**src/rtl/tape_pkg.sv**
```systemverilog
// ---------------------------------------------------------------------------
// tape_pkg
// Shared types and constants for the cassette playback encoder.
//   tape_state_t     : sequencer states (IDLE, LEADER, DATA, TAIL)
//   TAPE_FIFO_DEPTH  : entries in the input byte FIFO
//   TAPE_FIFO_WIDTH  : FIFO entry width ({last, data})
//   DEF_*            : default timing for a 12 MHz tick enable
//   cell_level()     : output level for a given bit and half of its cell
// ---------------------------------------------------------------------------
package tape_pkg;

  typedef enum logic [1:0] {
    IDLE   = 2'd0,
    LEADER = 2'd1,
    DATA   = 2'd2,
    TAIL   = 2'd3
  } tape_state_t;

  localparam int TAPE_FIFO_DEPTH = 4;
  localparam int TAPE_FIFO_WIDTH = 9;

  // 2400 ticks of a 12 MHz enable is a 200 us half-cell
  localparam int DEF_HALF_CELL    = 2400;
  localparam int DEF_LEADER_BYTES = 256;
  localparam int DEF_GAP_HALVES   = 8;

  // Phase encoding: a 1 is high-then-low, a 0 is low-then-high, so the
  // level is simply the bit inverted during the second half of the cell.
  function automatic logic cell_level(input logic bit_val, input logic second_half);
    return bit_val ^ second_half;
  endfunction

endpackage

```
**src/rtl/tape_fifo.sv**
```systemverilog
// ---------------------------------------------------------------------------
// tape_fifo
// Synchronous 4 x 9 first-word-fall-through FIFO holding {last, data}.
// Ports:
//   clk_sys  in  : system clock
//   reset_n  in  : synchronous active-low reset
//   push     in  : write wr_data (ignored when full unless popping too)
//   pop      in  : discard the head entry (ignored when empty)
//   flush    in  : empty the FIFO; wins over push and pop
//   wr_data  in  : entry to write
//   rd_data  out : current head entry
//   full     out : no free entry
//   empty    out : no valid entry
// ---------------------------------------------------------------------------
module tape_fifo
  import tape_pkg::*;
(
  input  logic                       clk_sys,
  input  logic                       reset_n,
  input  logic                       push,
  input  logic                       pop,
  input  logic                       flush,
  input  logic [TAPE_FIFO_WIDTH-1:0] wr_data,
  output logic [TAPE_FIFO_WIDTH-1:0] rd_data,
  output logic                       full,
  output logic                       empty
);

  localparam int PTR_W = $clog2(TAPE_FIFO_DEPTH);

  logic [TAPE_FIFO_WIDTH-1:0] mem [TAPE_FIFO_DEPTH];
  logic [PTR_W-1:0]           wr_ptr;
  logic [PTR_W-1:0]           rd_ptr;
  logic [PTR_W:0]             count;
  logic                       do_push;
  logic                       do_pop;

  // A pop frees a slot in the same cycle, so a push into a full FIFO is
  // still taken when it coincides with a pop and occupancy stays put.
  assign do_pop  = pop && !empty;
  assign do_push = push && (!full || do_pop);

  assign full    = (count == (PTR_W + 1)'(TAPE_FIFO_DEPTH));
  assign empty   = (count == '0);
  assign rd_data = mem[rd_ptr];

  // Pointer and occupancy bookkeeping; depth is a power of two so the
  // pointers wrap naturally.
  always_ff @(posedge clk_sys) begin
    if (!reset_n || flush) begin
      wr_ptr <= '0;
      rd_ptr <= '0;
      count  <= '0;
    end else begin
      if (do_push) begin
        mem[wr_ptr] <= wr_data;
        wr_ptr      <= wr_ptr + 1'b1;
      end
      if (do_pop) begin
        rd_ptr <= rd_ptr + 1'b1;
      end
      unique case ({do_push, do_pop})
        2'b10:   count <= count + 1'b1;
        2'b01:   count <= count - 1'b1;
        default: count <= count;
      endcase
    end
  end

endmodule

```
**src/rtl/tape_player.sv**
```systemverilog
// ---------------------------------------------------------------------------
// tape_player
// Cassette playback encoder: serialises a byte stream as phase-encoded tape
// audio, preceded by a leader of 0x00 bytes and followed by a low gap.
// Parameters:
//   HALF_CELL    : ce ticks per half bit cell (2..65535)
//   LEADER_BYTES : 0x00 bytes sent before the first data byte
//   GAP_HALVES   : half-cells of level 0 after the last data bit
// Ports:
//   clk_sys  in  : system clock
//   reset_n  in  : synchronous active-low reset
//   ce       in  : timing tick enable
//   start    in  : begin playback (honoured only when idle)
//   stop     in  : abort playback and flush the FIFO
//   in_valid in  : byte offered
//   in_data  in  : byte value
//   in_last  in  : byte is the final one of the block
//   in_ready out : FIFO has room
//   tape_out out : encoded tape signal (registered)
//   busy     out : not idle
//   done     out : one-cycle pulse at the end of the gap
//   underrun out : sticky, FIFO ran dry at a data byte boundary
// ---------------------------------------------------------------------------
module tape_player
  import tape_pkg::*;
#(
  parameter int HALF_CELL    = DEF_HALF_CELL,
  parameter int LEADER_BYTES = DEF_LEADER_BYTES,
  parameter int GAP_HALVES   = DEF_GAP_HALVES
) (
  input  logic       clk_sys,
  input  logic       reset_n,
  input  logic       ce,
  input  logic       start,
  input  logic       stop,
  input  logic       in_valid,
  input  logic [7:0] in_data,
  input  logic       in_last,
  output logic       in_ready,
  output logic       tape_out,
  output logic       busy,
  output logic       done,
  output logic       underrun
);

  tape_state_t state;
  logic [15:0] half_cnt;
  logic        second_half;
  logic [2:0]  bit_cnt;
  logic [7:0]  shift_reg;
  logic        cur_last;
  logic [31:0] leader_left;
  logic [31:0] gap_left;

  logic [TAPE_FIFO_WIDTH-1:0] fifo_rd_data;
  logic                       fifo_full;
  logic                       fifo_empty;
  logic                       fifo_push;

  logic half_end;
  logic byte_end;
  logic leader_more;
  logic block_end;
  logic fetch;

  assign in_ready  = !fifo_full;
  assign fifo_push = in_valid && !fifo_full;
  assign busy      = (state != IDLE);

  tape_fifo u_fifo (
    .clk_sys (clk_sys),
    .reset_n (reset_n),
    .push    (fifo_push),
    .pop     (fetch),
    .flush   (stop),
    .wr_data ({in_last, in_data}),
    .rd_data (fifo_rd_data),
    .full    (fifo_full),
    .empty   (fifo_empty)
  );

  // Timing and boundary decode. fetch marks the edge on which the next data
  // byte begins, which is also the FIFO pop; with no leader configured that
  // is the start edge itself.
  always_comb begin
    half_end    = ce && (half_cnt == 16'(HALF_CELL - 1));
    byte_end    = ((state == LEADER) || (state == DATA)) && half_end &&
                  second_half && (bit_cnt == 3'd0);
    leader_more = (state == LEADER) && (leader_left != 32'd0);
    block_end   = (state == DATA) && cur_last;
    fetch       = 1'b0;
    if (!stop) begin
      if ((state == IDLE) && start && (LEADER_BYTES == 0)) begin
        fetch = 1'b1;
      end else if (byte_end && !leader_more && !block_end) begin
        fetch = 1'b1;
      end
    end
  end

  // Sequencer, shifter and counters. stop overrides everything; a fetch
  // decided above overrides whatever the state case wrote for that edge.
  always_ff @(posedge clk_sys) begin
    if (!reset_n) begin
      state       <= IDLE;
      half_cnt    <= '0;
      second_half <= 1'b0;
      bit_cnt     <= '0;
      shift_reg   <= '0;
      cur_last    <= 1'b0;
      leader_left <= '0;
      gap_left    <= '0;
      tape_out    <= 1'b0;
      done        <= 1'b0;
      underrun    <= 1'b0;
    end else begin
      done <= 1'b0;
      if (stop) begin
        state       <= IDLE;
        tape_out    <= 1'b0;
        half_cnt    <= '0;
        second_half <= 1'b0;
      end else begin
        unique case (state)
          IDLE: begin
            if (start) begin
              underrun    <= 1'b0;
              half_cnt    <= '0;
              second_half <= 1'b0;
              bit_cnt     <= 3'd7;
              shift_reg   <= 8'h00;
              tape_out    <= 1'b0;
              leader_left <= (LEADER_BYTES > 0) ? 32'(LEADER_BYTES - 1) : 32'd0;
              state       <= LEADER;
            end
          end

          LEADER, DATA: begin
            if (ce) begin
              if (!half_end) begin
                half_cnt <= half_cnt + 16'd1;
              end else begin
                half_cnt <= '0;
                if (!second_half) begin
                  second_half <= 1'b1;
                  tape_out    <= cell_level(shift_reg[7], 1'b1);
                end else if (bit_cnt != 3'd0) begin
                  second_half <= 1'b0;
                  bit_cnt     <= bit_cnt - 3'd1;
                  shift_reg   <= {shift_reg[6:0], 1'b0};
                  tape_out    <= cell_level(shift_reg[6], 1'b0);
                end else if (leader_more) begin
                  leader_left <= leader_left - 32'd1;
                  second_half <= 1'b0;
                  bit_cnt     <= 3'd7;
                  shift_reg   <= 8'h00;
                  tape_out    <= 1'b0;
                end else if (block_end) begin
                  tape_out <= 1'b0;
                  if (GAP_HALVES == 0) begin
                    done  <= 1'b1;
                    state <= IDLE;
                  end else begin
                    gap_left <= 32'(GAP_HALVES - 1);
                    state    <= TAIL;
                  end
                end
              end
            end
          end

          TAIL: begin
            if (ce) begin
              if (!half_end) begin
                half_cnt <= half_cnt + 16'd1;
              end else begin
                half_cnt <= '0;
                if (gap_left == 32'd0) begin
                  done  <= 1'b1;
                  state <= IDLE;
                end else begin
                  gap_left <= gap_left - 32'd1;
                end
              end
            end
          end

          default: state <= IDLE;
        endcase

        if (fetch) begin
          half_cnt <= '0;
          if (fifo_empty) begin
            underrun <= 1'b1;
            tape_out <= 1'b0;
            state    <= IDLE;
          end else begin
            state       <= DATA;
            shift_reg   <= fifo_rd_data[7:0];
            cur_last    <= fifo_rd_data[8];
            bit_cnt     <= 3'd7;
            second_half <= 1'b0;
            tape_out    <= cell_level(fifo_rd_data[7], 1'b0);
          end
        end
      end
    end
  end

endmodule

```
**config.mk**
```make
export PLATFORM = sky130hd
export DESIGN_NAME = tape_player
export DESIGN_NICKNAME = d
export VERILOG_FILES = /design/src/rtl/tape_pkg.sv /design/src/rtl/tape_fifo.sv /design/src/rtl/tape_player.sv
export SDC_FILE = /design/constraint.sdc
export NUM_CORES = 1
export LEC_CHECK = 0
export BUFFER_PORTS_ARGS = -buffer_cell sky130_fd_sc_hd__clkbuf_2
export CAP_MARGIN = 25
export CORE_MARGIN = 1
export CORE_UTILIZATION = 45
export DETAILED_ROUTE_END_ITERATION = 10
export PLACE_DENSITY = 0.65
export SETUP_SLACK_MARGIN = 0.5
export SYNTH_ARGS = -nofsm -noshare
export SYNTH_HDL_FRONTEND = slang
export SYNTH_SLANG_ARGS = --single-unit
```
**constraint.sdc**
```tcl
create_clock -name clk_sys -period 3.44 [get_ports clk_sys]
set_input_delay 0.172 -clock clk_sys [delete_from_list [all_inputs] [get_ports clk_sys]]
set_output_delay 0.172 -clock clk_sys [all_outputs]
set_load 0.02 [all_outputs]
```
==> flow_summary.ini, run 1 <==
[power]
peakVddDrop_v = 0.000483
p_per_area_nw_per_um2 = 509
static-leakage-power_nw = 2.92

[place]
portBuffers = 19
gp_congestion = 0.890
dp_hpwl_um = 10400

[clocking]
cts_buffers = 17
cts_root_buffer = clkbuf_16
cts_tree = built
cts.sinks = 143
htree_levels = 4
clock_latency_ns = 0.43
clockBufferDepth = 2
path_clk_slew_ns = 0.06

[yosys]
ys_seq_area_share_pct = 46.8
ys_warn_count = 0
synth_area_per_cell_um2 = 9.49
synth_seq_cells = 143
netlist_top_cells_area = dfxtp_1 (31%), edfxtp_1 (16%), nor2_1 (5.0%)
synthFlopType = dfxtp_1
yosysTopAreaCellShare_pct = 31.1
async_reset_ff_share_pct = 0
syn-num-nets = 756
synthCells = 726
synth_top_area_cell = dfxtp_1
synth-edff-count = 36
synth_area_um2 = 6890
synthTopCellsByCount = dfxtp_1 (107), nor2_1 (92), a21oi_1 (47)
yosysMostFrequentCell = dfxtp_1
synth.distinct_cells = 64

[worst_setup_path]
crit_path_max_incr_delay_ns = 0.57
rr_worst_depth = 10
critPathBufInv = 1
cp.arrival_ns = 3.32
crit_family = simple AND/OR/NAND/NOR gates
crit_type = flip-flop to flip-flop
required_ns = 3.80
cp_cell_sequence = or4b_4 > nor4_4 > nand2_1 > nor4_4 > ha_4 > inv_1 > fa_2 > xor2_1 > or3_1 > a21oi_2
crit_slowest_cell = or4b_4
r2r_slack_ns = 0.47
reg2reg_to = u_fifo.count[2]
cp_common_cell = nor4_4
critPathMaxFanout = 4
setup.worst_path.start_class = flip-flop
worst_r2r_startpoint = half_cnt[10]
end_kind = flip-flop

[timing]
period_share_pct = 86.2
setup_viol = 0
rsz0062_at_grt = yes
hold_viol = 0
fin_setup_tns_ns = 0
clock.fmax_mhz = 337
period_minus_slack_ns = 2.97
tightest_slew_ns = 0.835
slew_violations = 0
skew_ns = 0.0131
slew-limit-headroom_pct = 43.9

[hold_path]
min_to = bit_cnt[1]
worst_hold_path_type = input pin to flip-flop
min_from = stop
hold_depth = 2

[drt]
drt_iter0_markers = 309
drc_errors = 0
routed_wl_um = 15400
num_vias = 5562
via_per_inst = 5.75
wl_per_cell_um = 15.9
first_pass_iters = 5
ant_nets = 0

[layout]
drive_gt1_share_pct = 16.2
fill_cells = 1254
antenna_cells = 0
reg.largest.list = u_fifo.mem (36), gap_left (32), leader_left (32)
regMostFlops = u_fifo.mem
largest_register_ffs = 36
syn2layout_area_growth_pct = 18.7
fin_util_pct = 55.4
nNetsFinal = 800

[global_routing]
grt_use_total_pct = 20.3
grt_overflow = 0
grt_max_degree = 40
grt_pass1_vias = 5382
grt_pass1_wl_um = 25600
antenna_found_initial = 0

[floorplan]
dieArea_um2 = 15800
start_util_pct = 46.7
die_h_um = 126
die_w_um = 126
rows = 44
core_area_um2 = 14800
io_pins = 20

[status]
status = completed

[run]
cap_violations = 0
-- kinds of logic after synthesis --
| group | count (synthesis) | synth area share [%] |
|---|---|---|
| multiplexers | 11 | 3.23 |
| XOR/XNOR | 59 | 7.50 |
| buffers and inverters | 49 | 2.82 |
| AO/OA/AOI/OAI | 121 | 10.6 |
| adder cells (fa/ha/maj) | 15 | 2.83 |
| AND/OR/NAND/NOR | 328 | 26.2 |
| flip-flops | 143 | 46.8 |
-- per-stage QoR --
step	cell area, um2	power (mW)	setup WS (ns)	std cells	hold WS, ns
3_3_place_gp	7250	2.23	0.455	913	0.387
6_report	8180	4.17	0.474	967	0.231
5_1_grt	8180	4.33	0.363	967	0.235
4_1_cts	8030	4.18	0.500	962	0.192
2_1_floorplan	6940	2.12	0.513	726	0.271
3_5_place_dp	7260	2.24	0.328	914	0.394
-- power breakdown --
| part | internal [mW] | switching [mW] |
|---|---|---|
| logic | 0.179 | 0.274 |
| clock network | 1.11 | 0.803 |
| registers | 1.76 | 0.0397 |
| total | 3.05 | 1.12 |
-- layer usage --
layer	part of all wire, %	routed length, um	vias up	track usage [%]
met5	0	0	-	0
met4	1.4	214	0	7.75
met3	3.9	594	22	4.59
met2	48	7420	122	33.6
met1	47	7160	2688	25.8
li1	-	-	2730	-
-- layout by cell type (no fill, tap or decap), types with 3 or more instances in the layout --
| cell type | n |
|---|---|
| dfxtp_1 | 104 |
| nor2_1 | 91 |
| nand2_1 | 46 |
| a21oi_1 | 45 |
| edfxtp_1 | 36 |
| o21ai_0 | 35 |
| xor2_1 | 31 |
| xnor2_1 | 28 |
| nand3_1 | 27 |
| nor3_1 | 25 |
| buf_4 | 23 |
| nand4_1 | 22 |
| inv_1 | 19 |
| or3_1 | 19 |
| clkbuf_2 | 19 |
| clkbuf_16 | 17 |
| nor4_1 | 16 |
| nand2b_1 | 14 |
| or4_1 | 11 |
| ha_1 | 11 |
| dlygate4sd3_1 | 10 |
| mux4_2 | 9 |
| and2_1 | 7 |
| o211ai_1 | 7 |
| nor4_2 | 6 |
| nor3_2 | 5 |
| nor2b_1 | 5 |
| inv_6 | 5 |
| inv_8 | 5 |
| nand4b_1 | 4 |
| nor4_4 | 4 |
| and3_1 | 4 |
| a211oi_1 | 4 |
| a31oi_1 | 4 |
| o41ai_1 | 3 |
| a22oi_1 | 3 |
| dfxtp_2 | 3 |
-- worst max path at each step --
stage / startpoint / end / slack, ns / cells after the start
2_1_floorplan: leader_left[0] / u_fifo.count[2] / 0.51 / 13
3_3_place_gp: leader_left[0] / u_fifo.count[2] / 0.45 / 12
3_5_place_dp: leader_left[0] / u_fifo.count[2] / 0.33 / 12
4_1_cts: leader_left[0] / gap_left[24] / 0.50 / 13
5_1_grt: half_cnt[10] / u_fifo.count[2] / 0.36 / 10
6_report: half_cnt[10] / u_fifo.count[2] / 0.47 / 10
-- final cells by class --
cell class | count | area (um2) | share of cell area [%]
sequential | 143 | 3230 | 39.5
tap | 184 | 230 | 2.82
clock inverter | 15 | 191 | 2.34
clock buffer | 17 | 425 | 5.20
timing repair buffer | 54 | 397 | 4.85
multi-input combinational | 534 | 3630 | 44.4
inverter | 20 | 75.1 | 0.918
-- repair_timing --
item / 4_1_cts / 5_1_grt
resized for setup: 2 / 23
hold buffers: 10 / 0
buffers inserted: 6 / 4
pin swaps: 6 / 7
setup endpoints to repair: 1 / 62
cloned: 0 / 1
hold endpoints to repair: 37 / 0
No activity file was read; power rests on OpenSTA's default activity.
==> run 2, diff against run 1 <==
--- a/config.mk
+++ b/config.mk
@@ -5,6 +5,7 @@
 export SDC_FILE = /design/constraint.sdc
 export NUM_CORES = 1
 export LEC_CHECK = 0
+export ABC_AREA = 1
 export BUFFER_PORTS_ARGS = -buffer_cell sky130_fd_sc_hd__clkbuf_2
 export CAP_MARGIN = 25
 export CORE_MARGIN = 1
==> run 2 against run 1 <==
Effect of this change:
- count of clock-buffer cells in the layout did not move
- non-clock buffer count fell by 4
- critical endpoint unchanged
- synthesized cell count rose by 65%
- setup slack improved by 0.28 ns
- sequential cell count did not move
- core utilization fell by 3.3 points
==> flow_summary.ini, run 2 <==
[layout]
stdcell_count = 1472
regMostFlops = u_fifo.mem
fill_cells = 1766
drive_gt1_share_pct = 10.6
layout_commonest_cell = nand2_1
antenna_cells = 0
reg.largest.list = u_fifo.mem (36), gap_left (32), leader_left (32)
syn2layout_area_growth_pct = 13.3
largest_register_ffs = 36
mostFrequentLayoutCells = nand2_1 (276), nor2_1 (255), dfxtp_1 (105)
nNetsFinal = 1260
fin_area_um2 = 9400
fin_util_pct = 52.1

[floorplan]
die_w_um = 138
dieArea_um2 = 19000
start_util_pct = 46.0
die_h_um = 138
rows = 49
io_pins = 20
core_area_um2 = 18000

[power]
peakVddDrop_v = 0.000419
power_frac_seq_pct = 31.1
p_per_area_nw_per_um2 = 644
switching_share_pct = 41.5
clockPowerShare_pct = 31.1
combPwrFrac_pct = 37.8
static-leakage-power_nw = 4.02
power_switching_mw = 2.51
total_power_mw = 6.05
internal_power_mw = 3.54

[status]
status = completed

[clocking]
path_clk_slew_ns = 0.07
cts_buffers = 17
clock_latency_ns = 0.44
cts_tree = built
htree_levels = 4
cts.sinks = 143
cts_root_buffer = clkbuf_16
clockBufferDepth = 2

[yosys]
synth_area_per_cell_um2 = 6.93
synth_seq_cells = 143
async_reset_ff_share_pct = 0
synthCells = 1197
synth_area_um2 = 8290
synth.distinct_cells = 48
ys_warn_count = 0
synth-edff-count = 36
yosysMostFrequentCell = nand2_1
ys_seq_area_share_pct = 38.9
synth_top_area_cell = dfxtp_1
netlist_top_cells_area = dfxtp_1 (26%), edfxtp_1 (13%), nand2_1 (13%)
syn-num-nets = 1227
synthTopCellsByCount = nand2_1 (277), nor2_1 (257), dfxtp_1 (107)
yosysTopAreaCellShare_pct = 25.8
synthFlopType = dfxtp_1

[worst_setup_path]
required_ns = 3.77
critPathMaxFanout = 4
cp.arrival_ns = 3.02
cp-startpoint = state[0]
setup.worst_path.end = u_fifo.count[2]
r2r_slack_ns = 0.75
setup.worst_path.start_class = flip-flop
rr_worst_depth = 14
worst_r2r_startpoint = state[0]
reg2reg_to = u_fifo.count[2]
end_kind = flip-flop
crit_type = flip-flop to flip-flop

[timing]
slew_violations = 0
setup_viol = 0
clock.fmax_mhz = 372
slew-limit-headroom_pct = 50.4
period_share_pct = 78.2
tightest_slew_ns = 0.742
rsz0062_at_grt = no
fin_setup_tns_ns = 0
hold_viol = 0
finalHoldWorstSlack_ns = 0.0962
period_minus_slack_ns = 2.69
setup_ws_ns = 0.750
skew_ns = 0.0130

[drt]
routed_wl_um = 21000
drt_iter0_markers = 551
wl_per_cell_um = 14.3
ant_nets = 0
via_per_inst = 5.30
num_vias = 7800
first_pass_iters = 5
drc_errors = 0

[place]
post-place-ws_ns = 0.498
dp_hpwl_um = 14600
gp_congestion = 0.898
dp.cells = 1425
place_area_um2 = 8610
portBuffers = 19

[global_routing]
grt_max_degree = 53
antenna_found_initial = 0
grt_pass1_wl_um = 34600
grt_pass1_vias = 7123
grt_overflow = 0
grt_use_total_pct = 23.4

[hold_path]
worst_hold_path_type = input pin to flip-flop

[run]
cap_violations = 0
[run 2: metal layers]
| metal | wire length (um) | track usage [%] | vias up | part of all wire [%] |
|---|---|---|---|---|
| li1 | - | - | 4008 | - |
| met1 | 9860 | 31.3 | 3578 | 47 |
| met2 | 9830 | 38.1 | 195 | 47 |
| met3 | 1070 | 4.19 | 19 | 5.1 |
| met4 | 239 | 7.25 | 0 | 1.1 |
| met5 | 0 | 0 | - | 0 |
[run 2: cell families (layout without fill, tap and decap cells)]
logic type	count (synthesis)	count (layout)	synth area share, %
buffers and inverters	124	170	6.25
adder cells (fa/ha/maj)	15	15	2.35
AND/OR/NAND/NOR	700	700	36.7
XOR/XNOR	38	38	4.01
flip-flops	143	143	38.9
AO/OA/AOI/OAI	177	177	11.9
[run 2: power by group through the flow]
stage / Clock [mW] / Combinational, mW / Sequential, mW
2_1_floorplan: 0 / 1.75 / 1.90
3_3_place_gp: 0 / 2.24 / 1.91
3_5_place_dp: 0 / 2.24 / 1.91
4_1_cts: 1.92 / 2.26 / 1.88
5_1_grt: 1.98 / 2.54 / 1.89
6_report: 1.88 / 2.29 / 1.88
[run 2: how the worst min path moves through the flow]
stage	end	slack, ns	cells past startpoint	start
after global routing	u_fifo.wr_ptr[0]	0.10	3	in_valid
after detailed placement	u_fifo.mem[3][1]	0.39	1	in_data[1]
after floorplan	u_fifo.mem[0][0]	0.27	0	in_data[0]
after CTS	u_fifo.wr_ptr[0]	0.08	3	in_valid
final	u_fifo.wr_ptr[0]	0.1	3	in_valid
after global placement	u_fifo.mem[0][1]	0.39	1	in_data[1]
[run 2: repair_timing]
item                       CTS  global route
setup endpoints to repair    1             2
hold buffers                 9             0
pin swaps                    0             5
hold endpoints to repair    36             0
buffers inserted             0             6
gates resized for setup      1            15
[run 2: cell type report]
class	count	area, um2	share of cell area [%]
multi-input cells	930	4590	48.8
flip-flops and latches	143	3230	34.3
clock buffers	17	425	4.53
repair buffers	50	350	3.73
inverters	88	335	3.57
well taps	229	287	3.05
clock inverters	15	184	1.96
[run 2: worst max-delay path, cell delays in order, from the launching register on]
cell and delay [ns]:
dfxtp_2 0.37, inv_1 0.07, ha_1 0.20, nand2_1 0.08, inv_1 0.08, nor4_4 0.35
nand4_1 0.22, nor2_4 0.19, ha_1 0.16, inv_1 0.07, fa_2 0.39, a21oi_1 0.14
o21ai_1 0.09, o21ai_1 0.14, a21oi_1 0.05
==> run 3, diff against run 2 <==
--- a/config.mk
+++ b/config.mk
@@ -5,13 +5,13 @@
 export SDC_FILE = /design/constraint.sdc
 export NUM_CORES = 1
 export LEC_CHECK = 0
-export ABC_AREA = 1
+export ABC_AREA = 0
 export BUFFER_PORTS_ARGS = -buffer_cell sky130_fd_sc_hd__clkbuf_2
 export CAP_MARGIN = 25
 export CORE_MARGIN = 1
 export CORE_UTILIZATION = 45
 export DETAILED_ROUTE_END_ITERATION = 10
-export PLACE_DENSITY = 0.65
+export PLACE_DENSITY = 0.63
 export SETUP_SLACK_MARGIN = 0.5
 export SYNTH_ARGS = -nofsm -noshare
 export SYNTH_HDL_FRONTEND = slang
==> constraint.sdc (replaced) <==
create_clock -name clk_sys -period 2.7 [get_ports clk_sys]
set_input_delay 0.135 -clock clk_sys [delete_from_list [all_inputs] [get_ports clk_sys]]
set_output_delay 0.135 -clock clk_sys [all_outputs]
set_load 0.02 [all_outputs]
==> run 3 against run 2 <==
Effect of this change:
- the flow now finishes with violations (setup timing)
- sequential power rose by 22%
- clock skew is 0.0016 ns lower
- setup slack worse by 0.81 ns
- count of clock-buffer cells in the layout stayed put
- combinational power decreased by 62%
- first-iteration DRC count fell by 27%
- die area down 17%
- core utilization is 18 points higher
- hold slack better by 0.094 ns
- power is 8.8% lower
==> flow_summary.ini, run 3 (same netlist as run 1, synthesis figures left out) <==
[hold_path]
min_to = bit_cnt[1]
hold_depth = 3
min_from = stop
worst_hold_path_type = input pin to flip-flop

[layout]
mostFrequentLayoutCells = dfxtp_1 (97), buf_4 (77), nor2_1 (59)
drive_gt1_share_pct = 43.0
fin_util_pct = 69.9
layout_commonest_cell = dfxtp_1
reg.largest.list = u_fifo.mem (36), gap_left (32), leader_left (32)
largest_register_ffs = 36
antenna_cells = 0
fill_cells = 1007
syn2layout_area_growth_pct = 49.7
nNetsFinal = 899
fin_area_um2 = 10300
regMostFlops = u_fifo.mem

[clocking]
clock_latency_ns = 0.43
path_clk_slew_ns = 0.07
cts_tree = built
cts.sinks = 143
cts_root_buffer = clkbuf_16
cts_buffers = 17
htree_levels = 4
clockBufferDepth = 2

[place]
portBuffers = 19
place_area_um2 = 7820
gp_congestion = 0.872
dp_hpwl_um = 11000

[worst_setup_path]
cp-startpoint = half_cnt[9]
end_kind = flip-flop
cp_common_cell = nor4_4
reg2reg_to = u_fifo.count[2]
worst_r2r_startpoint = half_cnt[9]
crit_slowest_cell = or4b_4
crit_path_max_incr_delay_ns = 0.55
required_ns = 3.07
cp.arrival_ns = 3.12
crit_type = flip-flop to flip-flop
cp_cell_sequence = or4b_4 > nor4_4 > nand2_2 > nor4_4 > ha_4 > inv_2 > fa_2 > xor2_1 > or3_1 > a21oi_2
setup.worst_path.start_class = flip-flop
r2r_slack_ns = -0.06
critPathMaxFanout = 2
rr_worst_depth = 10

[timing]
slew-limit-headroom_pct = 39.8
clock.fmax_mhz = 363
hold_viol = 0
setup_viol = 2
period_minus_slack_ns = 2.76
period_share_pct = 102
slew_violations = 0
setup_ws_ns = -0.0563
rsz0062_at_grt = yes
tightest_slew_ns = 0.901
skew_ns = 0.0115

[global_routing]
grt_max_degree = 25
grt_overflow = 0
antenna_found_initial = 0
grt_pass1_wl_um = 30400
grt_pass1_vias = 6264
grt_use_total_pct = 24.2

[drt]
via_per_inst = 5.83
routed_wl_um = 19200
drc_errors = 0
num_vias = 6213
drt_iter0_markers = 401
first_pass_iters = 6
ant_nets = 0
wl_per_cell_um = 18.0

[floorplan]
die_h_um = 126
start_util_pct = 46.7
die_w_um = 126
io_pins = 20
core_area_um2 = 14800
rows = 44
dieArea_um2 = 15800

[run]
cap_violations = 0

[power]
total_power_mw = 5.52
p_per_area_nw_per_um2 = 535
static-leakage-power_nw = 3.63
peakVddDrop_v = 0.000447

[status]
status = complete, but fails checks
violations = setup timing
## run 3: changes by cell type in the layout (fill, tap and decap cells not counted), moves of 16 or more
cell and delta:
a21oi_2 +18, a21oi_1 -75, nand4_1 -25, buf_4 +55
inv_1 -64, nor2_1 -196, nand3_1 -41, nand2_1 -235
buf_6 +31, o21ai_0 -30, nor2_4 +20, nor4_4 +16
## run 3: how the worst max path moves through the flow
| stage | endpoint | slack [ns] | cells after the start |
|---|---|---|---|
| floorplan | u_fifo.count[2] | -0.10 | 13 |
| global placement | u_fifo.count[2] | 0.009 | 10 |
| detailed placement | u_fifo.count[2] | -0.1 | 10 |
| CTS | u_fifo.count[2] | -0.02 | 10 |
| global route | u_fifo.count[2] | -0.14 | 10 |
| finish | u_fifo.count[2] | -0.06 | 10 |
## run 3: final cells by class
type	instances	area [um2]	share of cell area (%)
multi-input combinational	536	4750	46.1
sequential	143	3240	31.4
timing repair buffer	151	1420	13.8
clock buffer	17	425	4.13
tap	184	230	2.23
clock inverter	15	169	1.64
inverter	20	75.1	0.728
## run 3: through the flow
step,std cells,TNS (ns),hold slack (ns),setup WS (ns)
finish,1066,-0.0724,0.190,-0.0563
global route,1066,-0.536,0.185,-0.139
CTS,1047,-0.0233,0.164,-0.0233
detailed placement,960,-0.0981,0.353,-0.0981
global placement,960,0,0.350,0.00881
floorplan,726,-0.104,0.234,-0.104
## run 3: routing by layer
layer / wire (um) / track usage [%]
met1: 8270 / 29.8
met4: 401 / 8.25
met3: 807 / 5.73
met5: 0 / 0
met2: 9730 / 41.6
## run 3: power by group
group          leakage (nW)  total, mW  internal [mW]  switching, mW
clock network         0.295       2.34           1.25           1.09
registers              1.19       2.30           2.24         0.0529
logic                  2.14      0.880          0.389          0.490
## run 3: critical path, delay by kind of cell, from the launching register on
family | cells | cell delay [ns]
simple gates | 5 | 1.52
fa+ha+maj | 2 | 0.51
flops | 1 | 0.32
xor+xnor | 1 | 0.17
compound gates | 1 | 0.14
buf+inv | 1 | 0.03
## run 3: repair_timing
item / CTS / global route
setup endpoints to repair: 100 / 104
pin swaps: 107 / 65
setup buffers: 37 / 18
gates cloned: 8 / 1
resized for setup: 157 / 108
hold buffers: 10 / 0
endpoints found under the hold margin: 37 / 0
